$ cat src/rtl/regfile_32x64.sv
`timescale 1ns/10ps
// -----------------------------------------------------------------------------
// mux32_1 -- single-bit 32:1 selector (library cell model).
//   in_i   [31:0]  candidate bits, one per register index
//   sel_i  [4:0]   register index
//   out_o          selected bit
// -----------------------------------------------------------------------------
module mux32_1 (
  input  logic [31:0] in_i,
  input  logic [4:0]  sel_i,
  output logic        out_o
);
  assign out_o = in_i[sel_i];
endmodule

// -----------------------------------------------------------------------------
// regfile_32x64 -- 32 x WIDTH general-purpose register file.
//   One synchronous write port, two combinational read ports. Index 31 is the
//   zero register: it reads 0 and ignores writes. With BYPASS=1 a write in
//   flight is forwarded to any read port addressing the same register.
//
// Ports:
//   clk           rising-edge clock
//   reset         asynchronous active-low reset (clears registers 0-30)
//   write_enable  commit write_data to write_addr at the next rising edge
//   write_addr    [4:0]       destination register index
//   write_data    [WIDTH-1:0] data to write
//   read_addr_1   [4:0]       port-1 register index
//   read_addr_2   [4:0]       port-2 register index
//   read_data_1   [WIDTH-1:0] contents of register read_addr_1
//   read_data_2   [WIDTH-1:0] contents of register read_addr_2
// -----------------------------------------------------------------------------
module regfile_32x64 #(
  parameter int WIDTH  = 64,
  parameter bit BYPASS = 1'b1
) (
  input  logic             clk,
  input  logic             reset,
  input  logic             write_enable,
  input  logic [4:0]       write_addr,
  input  logic [WIDTH-1:0] write_data,
  input  logic [4:0]       read_addr_1,
  input  logic [4:0]       read_addr_2,
  output logic [WIDTH-1:0] read_data_1,
  output logic [WIDTH-1:0] read_data_2
);

  localparam logic [4:0] ZERO_REG = 5'd31;

  logic [WIDTH-1:0] regs_q [31];
  logic [WIDTH-1:0] regs_d [31];
  logic [31:0]      wr_dec;
  logic [31:0]      slice  [WIDTH];
  logic [WIDTH-1:0] mux_1;
  logic [WIDTH-1:0] mux_2;
  logic             hit_1;
  logic             hit_2;

  // One-hot write decoder. The address is only looked at when write_enable is
  // high, so an unknown idle address can never select a register.
  always_comb begin
    // NOTE: every always_comb output gets a default first so no latch is inferred.
    wr_dec = '0;
    if (write_enable) begin
      wr_dec[write_addr] = 1'b1;
    end
    wr_dec[31] = 1'b0;
  end

  always_comb begin
    for (int n = 0; n < 31; n++) begin
      regs_d[n] = wr_dec[n] ? write_data : regs_q[n];
    end
  end

  // NOTE: this array is reset on purpose -- the architecture requires every
  // register to read 0 out of reset; large RAM-style arrays normally are not.
  always_ff @(posedge clk or negedge reset) begin
    if (!reset) begin
      for (int n = 0; n < 31; n++) begin
        // NOTE: sequential state is always updated with non-blocking assignments.
        regs_q[n] <= '0;
      end
    end else begin
      for (int n = 0; n < 31; n++) begin
        regs_q[n] <= regs_d[n];
      end
    end
  end

  // Transpose storage into per-bit slices; index 31 is tied to 0 (XZR).
  always_comb begin
    for (int b = 0; b < WIDTH; b++) begin
      slice[b] = '0;
      for (int n = 0; n < 31; n++) begin
        slice[b][n] = regs_q[n][b];
      end
    end
  end

  for (genvar b = 0; b < WIDTH; b++) begin : g_bit
    mux32_1 u_mux_1 (.in_i(slice[b]), .sel_i(read_addr_1), .out_o(mux_1[b]));
    mux32_1 u_mux_2 (.in_i(slice[b]), .sel_i(read_addr_2), .out_o(mux_2[b]));
  end

  // Forwarding never applies to the zero register, and is suppressed during
  // reset so the outputs stay 0 while writes are being ignored.
  assign hit_1 = BYPASS && reset && write_enable &&
                 (write_addr == read_addr_1) && (write_addr != ZERO_REG);
  assign hit_2 = BYPASS && reset && write_enable &&
                 (write_addr == read_addr_2) && (write_addr != ZERO_REG);

  assign read_data_1 = hit_1 ? write_data : mux_1;
  assign read_data_2 = hit_2 ? write_data : mux_2;

endmodule

$ cat config.mk
export PLATFORM = sky130hd
export DESIGN_NAME = regfile_32x64
export DESIGN_NICKNAME = d
export VERILOG_FILES = /design/src/rtl/regfile_32x64.sv
export SDC_FILE = /design/constraint.sdc
export NUM_CORES = 2
export LEC_CHECK = 0
export BUFFER_PORTS_ARGS = -buffer_cell sky130_fd_sc_hd__buf_2
export CORE_ASPECT_RATIO = 0.75
export CORE_MARGIN = 2
export CORE_UTILIZATION = 58
export CTS_CLUSTER_SIZE = 40
export DETAILED_ROUTE_END_ITERATION = 10
export PLACE_DENSITY = 0.77
export SYNTH_ARGS = -nofsm -noshare
export SYNTH_HDL_FRONTEND = slang
export SYNTH_SLANG_ARGS = --single-unit
$ cat constraint.sdc
create_clock -name clk -period 3.8 [get_ports clk]
set_input_delay 1.14 -clock clk [delete_from_list [all_inputs] [get_ports clk]]
set_output_delay 1.14 -clock clk [all_outputs]
set_load 0.02 [all_outputs]
After elaboration in Yosys (flattened, before gate mapping)
Index checks and enable logic that the tools add are counted.

operators by class
  muxes and demuxes = 261
  $lt $le $gt $ge = 4
  reduce and logical (&&, ||, !) cells = 6
  equality and inequality tests = 3

operators with widths
  cell                  count
  $bmux W1 S5           128
  $mux W1               129
  $mux W64              2
  $mux W31              1
  $lt A5 B6 Y1 const B  3
  $eq A5 B5 Y1          2
  $logic_and A1 B1 Y1   6
  $demux W1 S5          1
  $ge A5 B1 Y1 const B  1
  $ne A5 B5 Y1 const B  1

storage, ports and cells
  output and inout port bits = 128
  bits in registers = 1984
  input bits = 82
  logic and storage cells = 305

Longest topological paths before layout
  word-level depth = 5
  mapped depth = 10
  mapped depth without buffers = 5

Cells and area by module
From an unflattened synthesis, not the netlist that was laid out.

second synthesis, totals
  cells, all modules = 9812
  area, all modules = 117376.3 um2

by module, submodules not included
  module         instances  area each (um2)  seq. area each (um2)  cells an instance
  regfile_32x64  1          75736.4          49647.6               4564
  mux32_1        128        325.3            0.0                   41

Worst setup path after synthesis
No wires, ideal clock.

  path kind = input to output
  start = input port read_addr_1[0]
  end = output port read_data_1[1]
  stages = 8
  data arrival time = 3007 ps
  slack = -347 ps
  data required time = 2660 ps
  buffers on the path = 4
  cell sequence = clkbuf_1 -> buf_4 -> buf_2 -> nor2_2 -> clkbuf_1 -> a22oi_1 -> a311oi_1 -> o41ai_1

between the ends
  cells in the longest elaborated chain, start to end = 4
  elaborated cells on any way between the ends = 6
  classes of those cells = eq/ne (1); mux (3); reduce/logical (2)

ends and longest elaborated chain
  element                                              line  RTL
  start, declared                                      42    input logic [4:0] read_addr_1,
  branches (longest 3 deep; another with $bmux W1 S5)  -
  $mux W64 (*)                                         113   assign read_data_1 = hit_1 ? write_data : mux_1;
  end, declared                                        44    output logic [WIDTH-1:0] read_data_1,

Every way passes the cells marked *. The select of a mux whose other input is x is not followed.

Worst setup path after layout
  start = input port read_addr_1[0]
  end = output port read_data_1[22]

The elaborated chain is that of the path after synthesis.

==> qor.yml <==
io_buffers: 209
die_h_um: 375.0
area_delta_synth_final_pct: 25.67
ys_top_cells_by_area: "dfrtp_1 (47%), mux2_2 (19%), mux4_2 (18%)"
fp-row-count: 136
cts_max_path_buffers: 3
drc: 0
slowest_delay_ps: 480
yosysUniqueCellTypes: 47
worstPathArrival_ps: 3230
path_cells: "buf_16 > buf_16 > buf_12 > buf_16 > buf_4 > buf_4 > mux4_2 > o22ai_4 > o41ai_4 > buf_4"
start_kind: "input pin"
drive_above_1_share_pct: 59.37
seq_area_sq_um: 49650
worst_ir_drop_vdd_mv: 0.5694
grt_max_degree: 188
grtUsageMet3_pct: 11.91
r2r-end: "regs_q[911]$_DFFE_PN0P_"
path_class: "input pin to output port"
setup_ws_ps: -566.7
num_vias: 77143
grt_setup_unrepaired: "yes"
dp_hpwl_mm: 217.7
placed_area_sq_um: 119000
grt_pass1_wl_mm: 546.9
ys_seq_area_share_pct: 46.64
cap_viol_max_count: 0
total_leakage_power_nw: 58.38
overflow: 0
synth_edf_count: 0
ys_seq_elements: 1984
syn-num-nets: 7364
slowest_stage: "o41ai_4"
synth_top_cell_area_share_pct: 46.64
grt.busiest_layer: "met2"
top_regs: "regs_q (1984)"
layout_commonest_cell: "dfrtp_1"
utilization_pct: 73.20
hold_class: "input pin to asynchronous set/reset pin"
maxSlewHeadroom_pct: 9.573
antenna_found_initial: 18
syn_inst: 7282
dieArea_sq_um: 187000
top_register: "regs_q"
whs_ps: 269.8
yosysWarnings: 0
reg2reg_slack_ps: 2930
use_met1_pct: 53.28
grt.total_usage_pct: 39.70
r2r_start: "regs_q[911]$_DFFE_PN0P_"
insertion_delay_ps: 880
largest_register_ffs: 1984
clkSinkCount: 1984
setup-violations-final: 128
cts_made_buffers: 194
final_cell_mix: "dfrtp_1 (1984), mux2_2 (1819), mux4_2 (861)"
syn_area_per_cell_sq_um: 14.62
grt_pass1_vias: 79296
path_clk_slew_ps: 70
multi_input_comb_area_sq_um: 57170
worst-path-max-fanout: 9
syn-cell-area_sq_um: 106400
ff2ff_path_depth: 1
worst_pin_slew_ps: 1356
cp_data_required_time_ps: 2660
fillers: 10649
async_flop_share_pct: 100.0
root_buffer: "clkbuf_16"
end_kind: "output port"
io_pins: 210
status: "complete, but fails checks"
final_area_sq_um: 133800
start_util_pct: 58.25
ant_nets: 0
gp_congestion: 0.8894
die_x_um: 498.7
h-tree-depth: 4
synthFlopType: "dfrtp_1"
wire_per_inst_um: 35.81
synth_top_area_cell: "dfrtp_1"
slew_violations: 0
final_nets: 8047
fin_crit_sh_pct: 114.9
hold_viol: 0
fmax_mhz: 229.0
violations: "negative setup slack"
drt_wl_total_mm: 377.8
fin_skew_ps: 0
core_sq_um: 182800
post_drt_via_cell_ratio: 7.312
power_mw: 65.14
tritoncts: "yes"
drt_first_pass_iters: 5
global_route.usage.met2_pct: 58.20
power.density_nw_per_um2: 486.9
drt-initial-drc-count: 9555
fin_crit_ps: 4367
==> worst max path at each step <==
stage	startpoint	end	slack (ps)
after floorplan	read_addr_1[0]	read_data_1[1]	-120
after global placement	read_addr_2[0]	read_data_2[44]	-900
after detailed placement	read_addr_2[0]	read_data_2[48]	-920
after CTS	read_addr_1[0]	read_data_1[4]	-510
after global routing	read_addr_1[0]	read_data_1[22]	-580
final	read_addr_1[0]	read_data_1[22]	-570
==> area by class of cell <==
class                      instances  share of cell area [%]
inverter                          66                  0.1899
multi-input combinational       4420                   42.74
sequential                      1984                   37.11
clock inverter                    71                  0.7024
timing repair buffer            1299                   12.65
antenna                            9                 0.01684
clock buffer                     286                   4.332
tap                             2415                   2.259
==> stage by stage <==
stage | setup slack, ps | setup TNS, ps | cells
after global placement | -897.4 | -80450 | 9857
after floorplan | -118.1 | -6751 | 7282
after detailed placement | -916.2 | -82250 | 9857
final | -566.7 | -52840 | 10550
after CTS | -513.9 | -49590 | 10451
after global routing | -579.0 | -56250 | 10547
==> power breakdown <==
group / total, mW / leakage, nW / internal, mW / switching [mW]
Combinational: 15.8 / 29.8 / 9.16 / 6.67
Sequential: 28.6 / 25.3 / 25.3 / 3.27
Clock: 20.7 / 3.33 / 11.9 / 8.88
Total: 65.1 / 58.4 / 46.3 / 18.8
==> Yosys cell counts, types with 8 or more instances <==
| cell type | n |
|---|---|
| inv_1 | 64 |
| o21ai_0 | 66 |
| a22oi_1 | 67 |
| o211ai_1 | 66 |
| mux4_2 | 861 |
| mux2_2 | 1819 |
| o22ai_1 | 134 |
| o221ai_1 | 128 |
| a311oi_1 | 61 |
| nor2b_1 | 32 |
| nor2_1 | 189 |
| buf_6 | 20 |
| mux2i_1 | 391 |
| nand3_1 | 8 |
| buf_4 | 81 |
| mux2_1 | 101 |
| nand2b_1 | 8 |
| o21a_1 | 46 |
| o31ai_1 | 60 |
| nand2_1 | 211 |
| dfrtp_1 | 1984 |
| buf_2 | 237 |
| buf_1 | 26 |
| a211oi_1 | 43 |
| o41ai_1 | 63 |
| clkbuf_1 | 448 |
| o41a_1 | 14 |
==> kinds of logic after synthesis <==
group                     synth area share (%)
buffers and inverters                    3.801
and+or+nand+nor                          1.895
AOI/OAI and AO/OA                        5.379
muxes                                    42.20
xor gates and xnor gates               0.08227
DFF                                      46.64
==> metal layers <==
metal,share of wire (%),vias to the layer above
met5,0.017,-
met4,6.7,10
met3,13,1360
met2,44,5415
met1,36,40620
li1,-,29738
==> critical path: cells and delay by family <==
family | cells | cell delay (ps)
buffers and inverters | 7 | 1100
AO/OA/AOI/OAI | 2 | 560
multiplexers | 1 | 370
==> timing repair <==
| action | CTS | global route |
|---|---|---|
| setup endpoints to repair | 128 | 128 |
| hold buffers | 0 | 0 |
| gates cloned | 63 | 19 |
| resized for setup | 564 | 315 |
| buffers inserted | 182 | 113 |
| pin swaps | 119 | 142 |
Power figures use the tool's default switching activity.
